===== config.mk =====
export PLATFORM = sky130hd
export DESIGN_NAME = baudot_rx_framer_flat
export DESIGN_NICKNAME = d
export VERILOG_FILES = /design/src/rtl/baudot_pkg.sv /design/src/rtl/baudot_rx_framer_if.sv /design/src/rtl/baudot_line_filter.sv /design/src/rtl/baudot_rx_framer.sv /design/src/flat_wrapper.sv
export SDC_FILE = /design/constraint.sdc
export NUM_CORES = 1
export LEC_CHECK = 0
export ABC_AREA = 1
export CORE_ASPECT_RATIO = 0.6
export CORE_UTILIZATION = 38
export CTS_CLUSTER_DIAMETER = 30
export CTS_CLUSTER_SIZE = 14
export DETAILED_ROUTE_END_ITERATION = 6
export DONT_BUFFER_PORTS = 1
export HOLD_SLACK_MARGIN = 0.02
export SLEW_MARGIN = 20
export SYNTH_ARGS = -nofsm -noshare
export SYNTH_HDL_FRONTEND = slang
export SYNTH_SLANG_ARGS = --single-unit

===== constraint.sdc =====
create_clock -name clk_baudot -period 1.6 [get_ports clk_baudot]
set_clock_uncertainty 0.2 [all_clocks]
set_input_delay 0.24 -clock clk_baudot [delete_from_list [all_inputs] [get_ports clk_baudot]]
set_output_delay 0.24 -clock clk_baudot [all_outputs]
set_load 0.02 [all_outputs]

===== src/rtl/baudot_pkg.sv =====
// Shared definitions for the Baudot receive path and the downstream converter.
// Contents: receiver FSM state type, ITA2 shift codes, character width and a
// 3-input majority helper used by the line filter.
package baudot_pkg;

    localparam int unsigned BAUDOT_BITS = 5;

    localparam logic [BAUDOT_BITS-1:0] BAUDOT_LTRS = 5'b11111;
    localparam logic [BAUDOT_BITS-1:0] BAUDOT_FIGS = 5'b11011;

    typedef enum logic [1:0] {
        StIdle,
        StStart,
        StData,
        StStop
    } rx_state_e;

    function automatic logic majority3(input logic a, input logic b, input logic c);
        return (a & b) | (a & c) | (b & c);
    endfunction

endpackage


===== src/rtl/baudot_rx_framer_if.sv =====
// Character output bundle of the Baudot receive framer.
//   code_out    : last good 5-bit code, bit 0 = first data bit on the line
//   code_valid  : one-cycle strobe, code_out valid in that cycle
//   figs_mode   : shift state, 0 = LTRS, 1 = FIGS
//   framing_err : one-cycle strobe when the stop bit was space
//   busy        : framer is inside a frame
// master = framer side, slave = consumer (serialiser) side.
interface baudot_rx_framer_if;
    import baudot_pkg::*;

    logic [BAUDOT_BITS-1:0] code_out;
    logic                   code_valid;
    logic                   figs_mode;
    logic                   framing_err;
    logic                   busy;

    modport master (
        output code_out,
        output code_valid,
        output figs_mode,
        output framing_err,
        output busy
    );

    modport slave (
        input code_out,
        input code_valid,
        input figs_mode,
        input framing_err,
        input busy
    );

endinterface


===== src/rtl/baudot_line_filter.sv =====
// Input conditioning for the raw teletype line: 2-FF synchroniser followed by a
// 3-tap majority filter with a registered output. Every flop resets to mark so
// a reset never looks like a start bit.
//   clk_baudot : sample clock
//   rst_n      : synchronous active-low reset
//   line_in    : asynchronous line, 1 = mark
//   filt       : synchronised, deglitched line (3 cycles behind line_in)
module baudot_line_filter
    import baudot_pkg::*;
(
    input  logic clk_baudot,
    input  logic rst_n,
    input  logic line_in,
    output logic filt
);

    logic s1, s2, s2_d1, s2_d2, filt_q;

    always_ff @(posedge clk_baudot) begin
        if (!rst_n) begin
            s1     <= 1'b1;
            s2     <= 1'b1;
            s2_d1  <= 1'b1;
            s2_d2  <= 1'b1;
            filt_q <= 1'b1;
        end else begin
            s1     <= line_in;
            s2     <= s1;
            s2_d1  <= s2;
            s2_d2  <= s2_d1;
            filt_q <= majority3(s2, s2_d1, s2_d2);
        end
    end

    assign filt = filt_q;

endmodule


===== src/rtl/baudot_rx_framer.sv =====
// Baudot (ITA2) asynchronous receive framer. Oversamples the line, finds the
// start bit, samples five data bits LSB first at mid-bit, checks the stop bit
// and tracks the LTRS/FIGS shift state.
//   clk_baudot : sample clock, OVERSAMPLE x baud rate
//   rst_n      : synchronous active-low reset
//   line_in    : raw asynchronous line, 1 = mark (idle)
//   rx         : character output bundle (master side)
// OVERSAMPLE must be a power of two and at least 4.
module baudot_rx_framer
    import baudot_pkg::*;
#(
    parameter int unsigned OVERSAMPLE = 16
) (
    input  logic                clk_baudot,
    input  logic                rst_n,
    input  logic                line_in,
    baudot_rx_framer_if.master  rx
);

    localparam int unsigned CNT_W = $clog2(OVERSAMPLE);
    localparam logic [CNT_W-1:0] CNT_HALF = CNT_W'(OVERSAMPLE / 2 - 1);
    localparam logic [CNT_W-1:0] CNT_LAST = CNT_W'(OVERSAMPLE - 1);
    localparam logic [2:0]       BIDX_LAST = 3'(BAUDOT_BITS - 1);

    logic filt;

    rx_state_e              state_q, state_d;
    logic [CNT_W-1:0]       cnt_q, cnt_d;
    logic [2:0]             bidx_q, bidx_d;
    logic                   armed_q, armed_d;
    logic [BAUDOT_BITS-1:0] shift_q, shift_d;
    logic [BAUDOT_BITS-1:0] code_q, code_d;
    logic                   valid_q, valid_d;
    logic                   err_q, err_d;
    logic                   figs_q, figs_d;

    baudot_line_filter u_filter (
        .clk_baudot (clk_baudot),
        .rst_n      (rst_n),
        .line_in    (line_in),
        .filt       (filt)
    );

    always_comb begin
        state_d = state_q;
        cnt_d   = cnt_q;
        bidx_d  = bidx_q;
        armed_d = armed_q;
        shift_d = shift_q;
        code_d  = code_q;
        figs_d  = figs_q;
        valid_d = 1'b0;
        err_d   = 1'b0;

        unique case (state_q)
            StIdle: begin
                if (armed_q) begin
                    if (!filt) begin
                        state_d = StStart;
                        cnt_d   = '0;
                    end
                end else if (filt) begin
                    // Require a full bit time of mark before trusting a start edge.
                    cnt_d = cnt_q + CNT_W'(1);
                    if (cnt_q == CNT_LAST) begin
                        armed_d = 1'b1;
                    end
                end else begin
                    cnt_d = '0;
                end
            end

            StStart: begin
                cnt_d = cnt_q + CNT_W'(1);
                if (cnt_q == CNT_HALF) begin
                    cnt_d = '0;
                    if (filt) begin
                        state_d = StIdle;
                    end else begin
                        state_d = StData;
                        bidx_d  = '0;
                    end
                end
            end

            StData: begin
                // Counter wraps to 0 on its own, keeping samples one bit apart.
                cnt_d = cnt_q + CNT_W'(1);
                if (cnt_q == CNT_LAST) begin
                    shift_d[bidx_q] = filt;
                    if (bidx_q == BIDX_LAST) begin
                        state_d = StStop;
                    end else begin
                        bidx_d = bidx_q + 3'd1;
                    end
                end
            end

            StStop: begin
                cnt_d = cnt_q + CNT_W'(1);
                if (cnt_q == CNT_LAST) begin
                    state_d = StIdle;
                    cnt_d   = '0;
                    if (filt) begin
                        valid_d = 1'b1;
                        code_d  = shift_q;
                        armed_d = 1'b1;
                        if (shift_q == BAUDOT_LTRS) begin
                            figs_d = 1'b0;
                        end else if (shift_q == BAUDOT_FIGS) begin
                            figs_d = 1'b1;
                        end
                    end else begin
                        // Disarm so a held break reports a single error.
                        err_d   = 1'b1;
                        armed_d = 1'b0;
                    end
                end
            end

            default: begin
                state_d = StIdle;
            end
        endcase
    end

    always_ff @(posedge clk_baudot) begin
        if (!rst_n) begin
            state_q <= StIdle;
            cnt_q   <= '0;
            bidx_q  <= '0;
            armed_q <= 1'b0;
            shift_q <= '0;
            code_q  <= '0;
            valid_q <= 1'b0;
            err_q   <= 1'b0;
            figs_q  <= 1'b0;
        end else begin
            state_q <= state_d;
            cnt_q   <= cnt_d;
            bidx_q  <= bidx_d;
            armed_q <= armed_d;
            shift_q <= shift_d;
            code_q  <= code_d;
            valid_q <= valid_d;
            err_q   <= err_d;
            figs_q  <= figs_d;
        end
    end

    assign rx.code_out    = code_q;
    assign rx.code_valid  = valid_q;
    assign rx.framing_err = err_q;
    assign rx.figs_mode   = figs_q;
    assign rx.busy        = (state_q != StIdle);

endmodule


===== src/flat_wrapper.sv =====
// flat-port wrapper written by rule: the top's interface ports become plain ports
module baudot_rx_framer_flat import baudot_pkg::*;
#(
    parameter int unsigned OVERSAMPLE = 16
)
  (clk_baudot, rst_n, line_in, rx_code_out, rx_code_valid, rx_figs_mode, rx_framing_err, rx_busy);
  baudot_rx_framer_if rx_i ();
  input  logic clk_baudot;
  input  logic rst_n;
  input  logic line_in;
  output wire logic [$bits(rx_i.code_out)-1:0] rx_code_out;
  output wire logic [$bits(rx_i.code_valid)-1:0] rx_code_valid;
  output wire logic [$bits(rx_i.figs_mode)-1:0] rx_figs_mode;
  output wire logic [$bits(rx_i.framing_err)-1:0] rx_framing_err;
  output wire logic [$bits(rx_i.busy)-1:0] rx_busy;
  assign rx_code_out = rx_i.code_out;
  assign rx_code_valid = rx_i.code_valid;
  assign rx_figs_mode = rx_i.figs_mode;
  assign rx_framing_err = rx_i.framing_err;
  assign rx_busy = rx_i.busy;
  baudot_rx_framer #(.OVERSAMPLE(OVERSAMPLE)) u_core (.clk_baudot(clk_baudot), .rst_n(rst_n), .line_in(line_in), .rx(rx_i));
endmodule

==> Word-level counts from Yosys, hierarchy flattened <==
Index checks and enable logic that the tools add are counted.
{ "word_totals": {"output_inout_bits": 9, "regBits": 28, "wordCells": 84, "inputBits": 3} }
{ "op_classes": {"eq_ne": 17, "n_reduce_logical": 13, "bitwise_logic": 5, "n_addsub": 2, "muxes": 31, "order_cmp": 2} }
{ "op_table": {"columns": ["cell", "n"], "rows": [
  ["$mux W4", 5],
  ["$pmux W4 S4", 1],
  ["$mux W2", 7],
  ["$mux W3", 4],
  ["$eq A5 B5 Y1 const B", 2],
  ["$ne A2 B1 Y1 const B", 5],
  ["$mux W1", 9],
  ["$pmux W2 S4", 1],
  ["$reduce_bool A2 Y1", 4],
  ["$ne A2 B2 Y1 const B", 3],
  ["$pmux W3 S2", 1],
  ["$reduce_and A3 Y1", 2],
  ["$reduce_and A6 Y1", 1],
  ["$bwmux W5", 1],
  ["$reduce_and A5 Y1", 1],
  ["$add A4 B1 Y4 const B", 1],
  ["$eq A2 B2 Y1 const B", 2],
  ["$eq A4 B3 Y1 const B", 1],
  ["$eq A4 B4 Y1 const B", 1],
  ["$lt A3 B4 Y1 const B", 1],
  ["$reduce_and A2 Y1", 2],
  ["$reduce_and A4 Y1", 1],
  ["$add A3 B1 Y3 const B", 1],
  ["$and A1 B1 Y1", 3],
  ["other kinds (9)", 10]
]} }

==> Longest topological paths before layout <==
{ "depth": {"word_depth": 5, "mapped_depth": 9} }

==> Cells and area by module <==
From an unflattened synthesis, not the netlist that was laid out.
{ "hier_totals": {"cells_unflattened": 184, "area_unflattened_um2": 1300.0} }
{ "modules_own_cells": {"columns": ["mod", "n_inst", "cells_per_inst", "area_each_um2"], "rows": [
  ["baudot_rx_framer", 1, 171, 1157.4],
  ["baudot_line_filter", 1, 13, 142.6]
]} }

==> Worst setup path before layout <==
OpenSTA, ideal clock, no wires.
{ "synth_path": {"path_kind": "register to register", "from": "register u_core.bidx_q[0]", "to": "register u_core.bidx_q[2]", "t_arrival_ps": 1171, "required_time_ps": 1268, "stages_incl_launch_ff": 9, "path_slack_ps": 97, "n_path_buf": 0, "cell_sequence": "dfxtp_1 > clkinv_1 > ha_1 > nand2_1 > nand3_1 > nand2_2 > nand2_2 > nand2_1 > a21oi_1"} }
{ "synth_between": {"elab_chain_len": 4, "elab_cells_between_ends": 7} }
{ "synth_lines": {"columns": ["item", "line", "text"], "rows": [
  ["from (decl)", "baudot_rx_framer.sv:29", "logic [2:0] bidx_q, bidx_d;"],
  ["from (signal assigned)", "baudot_rx_framer.sv:141", "bidx_q <= bidx_d;"],
  ["$add A3 B1 Y3", "baudot_rx_framer.sv:94", "bidx_d = bidx_q + 3'd1;"],
  ["$mux W3", "baudot_rx_framer.sv:91", "if (bidx_q == BIDX_LAST) begin"],
  ["$mux W3", "baudot_rx_framer.sv:89", "if (cnt_q == CNT_LAST) begin"],
  ["$pmux W3 S2", "baudot_rx_framer.sv:55", "unique case (state_q)"]
]} }
Several ways; a longest one is shown, not always the timed one. The select of a mux whose other input is x is not followed.
A chain may end at the register's enable or synchronous reset.

==> Final worst setup path <==
{ "layout_path": {"from": "register u_core.cnt_q[1]", "to": "register u_core.figs_q (netlist: u_core.rx.figs_mode)"} }
{ "layout_between": {"elab_chain_len": 2} }
{ "layout_lines": {"columns": ["item", "line", "text"], "rows": [
  ["from (decl)", "baudot_rx_framer.sv:28", "logic [CNT_W-1:0] cnt_q, cnt_d;"],
  ["from (signal assigned)", "baudot_rx_framer.sv:140", "cnt_q <= cnt_d;"],
  ["$eq A4 B4 Y1", "baudot_rx_framer.sv:101", "if (cnt_q == CNT_LAST) begin"],
  ["$reduce_and A4 Y1 (no line)", null, null],
  ["to (signal assigned)", "baudot_rx_framer.sv:147", "figs_q <= figs_d;"],
  ["to (decl)", "baudot_rx_framer.sv:35", "logic figs_q, figs_d;"]
]} }
No other way between the ends.

==> impl_metrics.toml <==
[worst_setup_path]
required_ps = 1580
critPathLaunchType = "flip-flop"
crit_top_cell = "nor2_8"
worstPathMaxFanout = 6
crit_path_end_kind = "flip-flop"
arrival_ps = 1540
path_class = "reg -> reg"
cp_num_buf_inv = 0
cp_slowest_cell = "dfxtp_2"
max_stage_delay_ps = 360
crit_chain = "ha_4 > nand2_4 > nor2_8 > nand2_8 > nor2_8 > nand4_1 > nand2_1 > nor2_1"
crit_family = "simple AND/OR/NAND/NOR gates"

[detailed_routing]
drt_iter0_drc = 55
drtAntennaViolNets = 0
wl_per_cell_um = 12.8
drc = 0
drtPass1Iterations = 4
vias = 1114
routed_wl_mm = 2.84
viasPerCell = 5.02

[timing]
hold-worst-slack_ps = 16.4
hold_viol_final = 0
finalCriticalPeriod_ps = 1560
setup-violations-final = 0
finalWorstSetupSlack_ps = 35.0
grt_setup_unrepaired = "true"
fmax_mhz = 639
fin_crit_sh_pct = 97.8
worst_slew_margin_rel_pct = 71.8
finalMaxSlewViolations = 0
tightest_slew_ps = 422

[yosys]
synth_top_cell_by_area = "dfxtp_1"
avgSynthCellArea_um2 = 7.57
yosysWarnings = 0
syn_area_um2 = 1290
synthCells = 171
synth_nets = 177
seq_area_frac_synth_pct = 43.3
yosysTopAreaCellShare_pct = 43.3
synth_area_leaders = "dfxtp_1, nand2_1, nor2_1"
ys_seq_elements = 28
yosysUniqueCellTypes = 27

[pwr]
sw_frac_of_total_pct = 21.1
peakVddDrop_mv = 0.428
power.share.sequential_pct = 63.0
comb_power_share_pct = 4.1
intPower_uw = 896
finalPower_uw = 1130
p_sw_uw = 239
powerDensity_nw_per_um2 = 748
p_leak_uw = 0.000618
power.share.clock_pct = 32.9

[outcome]
status = "finished clean"

[run]
maxCapViolCount = 0

[grt]
grt_start_max_net_pins = 15
grt_overflow = 0
grt_pass1_vias = 903
grt_usage_pct = 15.3
antenna_found_initial = 0
grt_pass1_wl_mm = 4.18

[final_layout]
final_area_um2 = 1520
fin_nets = 188
final_layout_size_suffix_gt1_share_pct = 24.4
finish.utilization_pct = 49.9
area_delta_synth_final_pct = 17.2
diodes = 0
layout_common_cells = "nand2_1, dfxtp_1, nor2_1, inv_1"
mostFrequentLayoutCell = "nand2_1"

[place]
gp_congestion = 0.858
hpwl_mm = 2.01
preCtsSetupSlack_ps = 21.8
port_buffers = 0
postPlaceCellArea_um2 = 1350

[cts]
clkTransAtPathRegs_ps = 90
numCtsBuffers = 3
cts_tree = "done"
htreeDepth = 1
worstSkewPairLatency_ps = 270
clock_path_buffers = 2
cts.root.buffer_cell = "clkbuf_8"
cts_num_sinks = 28

[worst_hold_path]
min_path_type = "in -> reg"

[die]
start_util_pct = 42.6
die_y_um = 47.2
rows = 15
dieArea_um2 = 3650
core-area_um2 = 3040
fp.dieW_um = 77.3
io_pins = 12
worst register-to-register path: cells and delay by family, from the launching register on:
family	cells	cell delay [ps]
AND/OR/NAND/NOR	7	760
flip-flops	1	360
adder cells (fa/ha/maj)	1	150
power groups by stage:
| stage | Clock (µW) | Sequential, µW | Combinational [µW] |
|---|---|---|---|
| global placement | 0 | 728 | 35.0 |
| floorplan | 0 | 728 | 30.7 |
| detailed placement | 0 | 729 | 36.1 |
| finish | 373 | 715 | 46.9 |
| CTS | 381 | 713 | 43.6 |
| global route | 415 | 716 | 52.2 |
state kept, by name, indices dropped and copies added, names as in the netlist, named ones only:
signal,cells
u_core.rx.code_out,5
u_core.shift_q,5
u_core.cnt_q,4
u_core.bidx_q,3
u_core.armed_q,1
u_core.rx.code_valid,1
u_core.rx.figs_mode,1
u_core.rx.framing_err,1
u_core.state_q,1
u_core.u_filter.filt,1
u_core.u_filter.s1,1
u_core.u_filter.s2,1
u_core.u_filter.s2_d1,1
u_core.u_filter.s2_d2,1
through the flow:
| step | setup TNS [ps] | instances |
|---|---|---|
| floorplan | 0 | 171 |
| global placement | 0 | 213 |
| detailed placement | 0 | 213 |
| CTS | 0 | 218 |
| global route | -427 | 222 |
| finish | 0 | 222 |
cell families after synthesis:
| kind of cell | Yosys count | synth area share [%] |
|---|---|---|
| and+or+nand+nor | 90 | 34.9 |
| AOI/OAI and AO/OA | 25 | 10.2 |
| buffers and inverters | 22 | 6.67 |
| DFF | 28 | 43.3 |
| adders and majority gates | 3 | 2.90 |
| xor gates and xnor gates | 3 | 2.03 |
worst paths after layout:
path / start / slack, ps / depth (start not counted) / end
worst max-delay path: u_core.cnt_q[1] / 40 / 8 / u_core.rx.figs_mode
worst min-delay path: rst_n / 20 / 2 / u_core.bidx_q[2]
worst max register to register: u_core.cnt_q[1] / 40 / 8 / u_core.rx.figs_mode
worst min register to register: u_core.u_filter.s1 / 220 / 1 / u_core.u_filter.s2
routing by layer:
layer	routed length (µm)	vias up	GRT usage, %
met1	1460	509	21.8
met5	0	-	0
met2	1190	35	22.3
met4	12	0	3.40
met3	174	4	5.24
li1	-	566	-
final cells by class:
type,count,area (µm²)
fill,307,1520
timing repair buffer,8,65.1
multi-input combinational,122,713
inverter,19,76.3
clock buffer,3,41.3
tap,42,52.6
sequential,28,568
repair_timing:
action                                  4_1_cts  5_1_grt
endpoints found under the setup margin        0       16
buffers inserted                              0        3
resized for setup                             0       20
hold endpoints to repair                     14        0
hold buffers                                  2        0
synth_stat cells:
cell type,count
nand2_2,3
o21ai_1,1
nor2_4,2
ha_1,3
nor3_1,2
a21oi_1,11
dfxtp_1,28
o21ai_0,11
xnor2_1,1
nand4_1,4
nand3_2,2
nand2_4,1
or2_2,4
nor2_8,2
nand3b_1,1
nand3_1,8
nor2_2,1
clkinv_1,1
buf_4,1
a211oi_1,1
nand2_1,33
o2111ai_1,1
nor2_1,27
inv_2,7
xor2_1,2
inv_1,11
clkbuf_1,2
Power figures use the tool's default switching activity.
